==> src/rtl/uart_rx_ctrl.sv <==
// Receiver sequencing/buffering: enable/flush FSM, rising-edge byte capture into a FWFT FIFO.
// Optional idle-timeout pulse is built only when UART_RX_TIMEOUT_EN is defined.
module uart_rx_ctrl #(
  parameter int DEPTH        = 4,
  parameter int IDLE_TIMEOUT = 16
) (
  input  logic                     clk,
  input  logic                     rst,
  input  logic                     enable,
  input  logic                     rxDone,
  input  logic [7:0]               rxByte,
  output logic                     rxRst,
  output logic                     outValid,
  output logic [7:0]               outData,
  input  logic                     outReady,
  output logic [$clog2(DEPTH):0]   count,
  output logic                     overflow,
  input  logic                     clearOverflow,
  output logic                     idleTimeout
);

  localparam int PW     = $clog2(DEPTH);
  localparam int CW     = PW + 1;
  localparam int DATA_W = 8;

  typedef enum logic [1:0] {DISABLED, FLUSH, ACTIVE} state_t;

  state_t state, state_nxt;
  logic   flush_cnt, flush_cnt_nxt;

  always_ff @(posedge clk) begin
    if (rst) begin
      state     <= DISABLED;
      flush_cnt <= 1'b0;
    end else begin
      state     <= state_nxt;
      flush_cnt <= flush_cnt_nxt;
    end
  end

  always_comb begin
    state_nxt     = state;
    flush_cnt_nxt = 1'b0;
    case (state)
      DISABLED: if (enable) state_nxt = FLUSH;
      FLUSH: begin
        if (!enable)        state_nxt = DISABLED;
        else if (flush_cnt) state_nxt = ACTIVE;
        else                flush_cnt_nxt = 1'b1;
      end
      ACTIVE:   if (!enable) state_nxt = DISABLED;
      default:  state_nxt = DISABLED;
    endcase
  end

  logic active;
  assign active = (state == ACTIVE);
  assign rxRst  = rst | ~active;

  // Capture stage: one push per rising edge of rxDone, only while the receiver runs
  logic rx_done_prev;
  logic push, pop, full, wr_en, drop;

  always_ff @(posedge clk) begin
    if (rst) rx_done_prev <= 1'b0;
    else     rx_done_prev <= active & rxDone;
  end

  assign push     = active & rxDone & ~rx_done_prev;
  assign outValid = (count != '0);
  assign pop      = outValid & outReady;
  assign full     = (count == CW'(DEPTH));
  assign wr_en    = push & (~full | pop);
  assign drop     = push & full & ~pop;

  logic [DATA_W-1:0] mem [DEPTH];
  logic [PW-1:0]     wr_ptr, rd_ptr;

  always_ff @(posedge clk) begin
    if (wr_en) mem[wr_ptr] <= rxByte;
  end

  always_ff @(posedge clk) begin
    if (rst) begin
      wr_ptr <= '0;
      rd_ptr <= '0;
      count  <= '0;
    end else begin
      if (wr_en) wr_ptr <= wr_ptr + PW'(1);
      if (pop)   rd_ptr <= rd_ptr + PW'(1);
      case ({wr_en, pop})
        2'b10:   count <= count + CW'(1);
        2'b01:   count <= count - CW'(1);
        default: count <= count;
      endcase
    end
  end

  // Storage is not reset, so mask the head while empty to keep a clean zero
  assign outData = outValid ? mem[rd_ptr] : '0;

  always_ff @(posedge clk) begin
    if (rst)                overflow <= 1'b0;
    else if (clearOverflow) overflow <= 1'b0;
    else if (drop)          overflow <= 1'b1;
  end

`ifdef UART_RX_TIMEOUT_EN
  localparam int IW = $clog2(IDLE_TIMEOUT + 1);

  logic [IW-1:0] idle_cnt;
  logic          idle_pulse;
  logic          idle_clr;

  assign idle_clr = push | (count == '0) | ~active;

  // Counter parks at IDLE_TIMEOUT so each idle period yields a single pulse
  always_ff @(posedge clk) begin
    if (rst) begin
      idle_cnt   <= '0;
      idle_pulse <= 1'b0;
    end else if (idle_clr) begin
      idle_cnt   <= '0;
      idle_pulse <= 1'b0;
    end else begin
      idle_pulse <= (idle_cnt == IW'(IDLE_TIMEOUT - 1));
      if (idle_cnt != IW'(IDLE_TIMEOUT)) idle_cnt <= idle_cnt + IW'(1);
    end
  end

  assign idleTimeout = idle_pulse;
`else
  logic unused_timeout_cfg;
  assign unused_timeout_cfg = (IDLE_TIMEOUT < 2);
  assign idleTimeout        = 1'b0;
`endif

endmodule

==> config.mk <==
export PLATFORM = sky130hd
export DESIGN_NAME = uart_rx_ctrl
export DESIGN_NICKNAME = d
export VERILOG_FILES = /design/src/rtl/uart_rx_ctrl.sv
export SDC_FILE = /design/constraint.sdc
export NUM_CORES = 1
export LEC_CHECK = 0
export ABC_AREA = 0
export CAP_MARGIN = 20
export CORE_ASPECT_RATIO = 0.6
export CORE_MARGIN = 5
export CORE_UTILIZATION = 48
export CTS_BUF_LIST = sky130_fd_sc_hd__clkbuf_2 sky130_fd_sc_hd__clkbuf_4 sky130_fd_sc_hd__clkbuf_8
export DETAILED_ROUTE_END_ITERATION = 12
export PLACE_DENSITY = 0.72
export SYNTH_ARGS = -nofsm -noshare
export SYNTH_HDL_FRONTEND = slang
export SYNTH_SLANG_ARGS = --single-unit
==> constraint.sdc <==
create_clock -name clk -period 5.1 [get_ports clk]
set_input_delay 0.51 -clock clk [delete_from_list [all_inputs] [get_ports clk]]
set_output_delay 0.51 -clock clk [all_outputs]
set_load 0.005 [all_outputs]
# Word level (Yosys, flattened, before mapping)
# Memory sizes are Yosys's and may differ from the RTL's. A register that Yosys moved wholly into a read port is not among the register bits.
# Index checks and enable logic that the tools add are counted.
[word_totals] ff_bits=12 latch_bits=0 ramBits=32 romBits=0 inputBits=14 out_inout_bits=15 elab_cells=52 n_memories=1
[op_classes] n_addsub=4 n_mul=0 div=0 magnitude_cmp=0 n_eq_ne=8 shift=0 muxes=12 bitwise_logic=14 n_reduce_logical=6
[memory_table] memory="mem" depth=4 word_bits=8 read_ports=1 rd_clocked_by_memory_dff=1 write_ports=1 line_no="76" source="logic [DATA_W-1:0] mem [DEPTH];"
[ops] operator="2-bit two-way mux" count=6
[ops] operator="8-bit two-way mux" count=1
[ops] operator="1-bit AND" count=6
[ops] operator="1-bit NOT" count=6
[ops] operator="2-bit case mux with 3 select lines" count=1
[ops] operator="3-bit case mux with 2 select lines" count=1
[ops] operator="2-bit by 1-bit adder with 2-bit output, second input constant" count=2
[ops] operator="2-bit by 1-bit == test with 1-bit output, second input constant" count=2
[ops] operator="2-bit == test, second input constant" count=2
[ops] operator="2-bit inequality test, second input constant" count=2
[ops] operator="3-bit by 1-bit adder with 3-bit output, second input constant" count=1
[ops] operator="3-bit == test, second input constant" count=1
[ops] operator="1-bit two-way mux" count=3
[ops] operator="3-bit inequality test, second input constant" count=1
[ops] operator="3-bit AND reduction" count=1
[ops] operator="3-bit nonzero test" count=1
[ops] operator="3-bit OR reduction" count=1
[ops] operator="3-bit by 1-bit subtractor with 3-bit output, second input constant" count=1
[ops] operator="2-bit zero test" count=1
[ops] operator="1-bit OR" count=2
[ops] operator="2-bit nonzero test" count=1
[ops] operator="2-bit OR reduction" count=1

# Longest topological paths before layout
[depth] depth_word=6 mapped_depth=6 mapped_depth_nobuf=6

# Worst setup path after synthesis
# No wires, ideal clock.
[synth_timing] path_type="in2reg" from="input port rxDone" to="register count[2]" arrival_time_ns=1.722 required_time_ns=4.968 path_slack_ns=3.245 stages=6 n_path_buf=0 cell_sequence="nand4bb_4 > nand3_2 > fa_1 > or3_1 > a31oi_1 > a21oi_1"
[synth_via] elab_chain_len=5 word_cells_on_any_way=7
[synth_lines] item="from (decl)" line_no="10" source="input logic rxDone,"
[synth_lines] item="1-bit AND * (2 in series)" line_no="69" source="assign push = active & rxDone & ~rx_done_prev;"
[synth_lines] item="1-bit AND *" line_no="73" source="assign wr_en = push & (~full | pop);"
[synth_lines] item="2-bit by 1-bit == test with 1-bit output or 2-bit == test (tied branches)" line_no="91" source="case ({wr_en, pop})"
[synth_lines] item="3-bit case mux with 2 select lines or 2-bit nonzero test (tied branches)"
[synth_lines] item="to (signal assigned)" line_no="92" source="2'b10: count <= count + CW'(1);"
[synth_lines] item="to (signal assigned)" line_no="93" source="2'b01: count <= count - CW'(1);"
[synth_lines] item="to (signal assigned)" line_no="94" source="default: count <= count;"
[synth_lines] item="to (decl)" line_no="16" source="output logic [$clog2(DEPTH):0] count,"
# Mark *: on every way between the ends. The rest lies on a longest branch, timed or not.
# A chain may end at the register's enable or synchronous reset.

==> results.sh <==
export IMPL_clockBufferDepth=2
export IMPL_synthXorXnorAreaFrac_pct=1.37
export IMPL_setup_viol=0
export IMPL_synth_main_ff_cell="edfxtp_1"
export IMPL_finalHoldViolations=0
export IMPL_fp_coreArea_um2=3760
export IMPL_grtUsageMet3_pct=3.83
export IMPL_synth_area_um2=1910
export IMPL_place_hpwl_um=2500
export IMPL_synth_compound_area_share_pct=2.94
export IMPL_final_period_utilization_pct=52.3
export IMPL_drt_first_iter_violations=39
export IMPL_syn_avg_cell_area_um2=15.6
export IMPL_power_w=0.000636
export IMPL_fin_nets=171
export IMPL_num_vias=1055
export IMPL_vdd_drop_max_mv=0.180
export IMPL_report_final_slew_viol_count=0
export IMPL_final_core_util_pct=61.1
export IMPL_drc_errors=0
export IMPL_final_common_cell="edfxtp_1"
export IMPL_synthAdderAreaFrac_pct=3.66
export IMPL_syn2layout_area_growth_pct=20.3
export IMPL_status="finished clean"
export IMPL_muxShareOfSynthArea_pct=11.1
export IMPL_worstMarginPinSlew_ps=553
export IMPL_post_cts_setup_buffers=0
export IMPL_gr_usage_met1_pct=16.7
export IMPL_antenna_left=0
export IMPL_ys_seq_area_share_pct=64.9
export IMPL_htree_levels=2
export IMPL_synthCells=123
export IMPL_cts_tree="yes"
export IMPL_synth_nets=142
export IMPL_num_rows=17
export IMPL_synth_edff_count=32
export IMPL_hold_buffers=0
export IMPL_place_inst=192
export IMPL_mostFrequentLayoutCells="edfxtp_1, clkdlybuf4s50_1, dfxtp_1"
export IMPL_cts_resized=0
export IMPL_first_pass_iters=4
export IMPL_drt_vias_per_instance=5.30
export IMPL_busiest_layer="met2"
export IMPL_clock_skew_ps=5.01
export IMPL_wl_um=3430
export IMPL_slew_headroom_pct=63.1
export IMPL_chipWidth_um=91.5
export IMPL_synthArstFlopShare_pct=0
export IMPL_diodes=0
export IMPL_clock_fmax_ghz=0.375
export IMPL_ys_ff_latch=46
export IMPL_fillers=284
export IMPL_setup_tns_ps=0
export IMPL_setup_worst_path_class="reg -> out"
export IMPL_portBuffers=27
export IMPL_p_leak_nw=0.751
export IMPL_cts_clk_slew_worst_paths_ps=80
export IMPL_max_stage_delay_ps=670
export IMPL_yosys_warnings=0
export IMPL_drive_above_1_share_pct=14.5
export IMPL_crit_arrival_ps=2160
export IMPL_rsz0062_at_grt="no"
export IMPL_met2_usage_pct=24.9
export IMPL_cap_violations=0
export IMPL_gp_congestion=0.712
export IMPL_crit_required_ps=4590
export IMPL_start_util_pct=50.8
export IMPL_dieArea_um2=5390
export IMPL_multi_input_area_um2=624
export IMPL_grt_first_pass_wirelength_um=5570
export IMPL_grt_start_max_net_pins=14
export IMPL_synthDistinctLibCells=37
export IMPL_grt_ovfl_total=0
export IMPL_register_area_um2=1240
export IMPL_cts_buffers=5
export IMPL_wl_per_cell_um=17.2
export IMPL_hold_path_class="reg -> reg"
export IMPL_critPathLaunchType="flip-flop"
export IMPL_grt_pass1_vias=1130
export IMPL_die_h_um=58.9
export IMPL_fin_crit_ps=2670
export IMPL_path_max_fanout=8
export IMPL_grt_usage_pct=14.4
export IMPL_power_density_nw_per_um2=276
export IMPL_finalNonFillerCells=199
export IMPL_io_pins=29
export IMPL_synth_simple_area_share_pct=13.3
export IMPL_clockRootBuffer="clkbuf_8"
export IMPL_worstSkewPairLatency_ps=290
export IMPL_cpMaxStageDelayCell="dfxtp_1"
export IMPL_fin_hold_ws_ps=470
export IMPL_critical_path_endpoint_type="primary output"
export IMPL_synth_top_family_by_area="simple AND/OR/NAND/NOR gates"
export IMPL_antenna_found_initial=0
export IMPL_cts_sinks=46
export IMPL_cp_cell_sequence="mux4_2 > and2_1 > clkdlybuf4s50_1"
-- synth_stat cells (2+ instances only) --
library cell / number / share of area, %
edfxtp_1: 32 / 50
dfxtp_1: 14 / 15
and2_1: 12 / 3.9
nor2_1: 10 / 2.0
mux4_2: 8 / 9.4
inv_1: 6 / 1.2
ha_1: 4 / 2.6
a21oi_1: 3 / 0.78
buf_2: 2 / 0.52
clkbuf_1: 2 / 0.39
mux2_1: 2 / 1.2
nand3_1: 2 / 0.52
xor2_1: 2 / 0.92
-- report_power, final --
group          internal [W]  switching (W)  leakage (nW)
Combinational     0.0000130     0.00000900         0.305
Sequential         0.000399     0.00000143         0.401
Clock              0.000105       0.000108        0.0452
Total              0.000517       0.000119         0.751
-- cell families after synthesis --
family / after synthesis
flops: 46
simple gates: 38
mux: 11
buf+inv: 11
compound gates: 8
fa+ha+maj: 5
xor+xnor: 3
other cells: 1
-- per-layer routing --
| layer | share of wire (%) | vias up |
|---|---|---|
| met5 | 0 | - |
| met4 | 1.8 | 0 |
| met3 | 3.3 | 7 |
| li1 | - | 505 |
| met2 | 51 | 22 |
| met1 | 44 | 521 |
-- path summary, 6_finish.rpt --
check                           startpoint          to  slack, ps  depth (start not counted)
worst max-delay path             flip-flop  outData[1]       2430                          3
worst min-delay path             flush_cnt   flush_cnt        470                          1
worst max register to register    count[0]    count[2]       3050                          6
worst min register to register   flush_cnt   flush_cnt        470                          1
-- layout make-up --
cell class	count	share of cell area (%)
sequential	46	53.9
multi-input combinational	66	27.1
timing repair buffer	27	11.7
clock buffer	7	3.64
tap	47	2.56
inverter	6	0.979
-- sequential cells by signal, summed over array words and instances (netlist names), named ones only --
name and cells:
overflow 1, count 3, state 2, mem 32, rd_ptr 2, flush_cnt 1
rx_done_prev 1, wr_ptr 2
-- worst max-delay path, delay by kind of cell, from the launching register on --
family                 cells  cell delay [ps]
DFF                        1              670
muxes                      1              560
buffers and inverters      1              450
and+or+nand+nor            1              180
-- per-stage QoR --
| stage | cell area [µm²] | worst slack (ps) |
|---|---|---|
| finish | 2300 | 2430 |
| global route | 2300 | 2310 |
| detailed placement | 2220 | 2580 |
| global placement | 2220 | 2640 |
| floorplan | 1910 | 3250 |
| CTS | 2300 | 2390 |
Note: power is estimated with default switching activity, not from simulation.
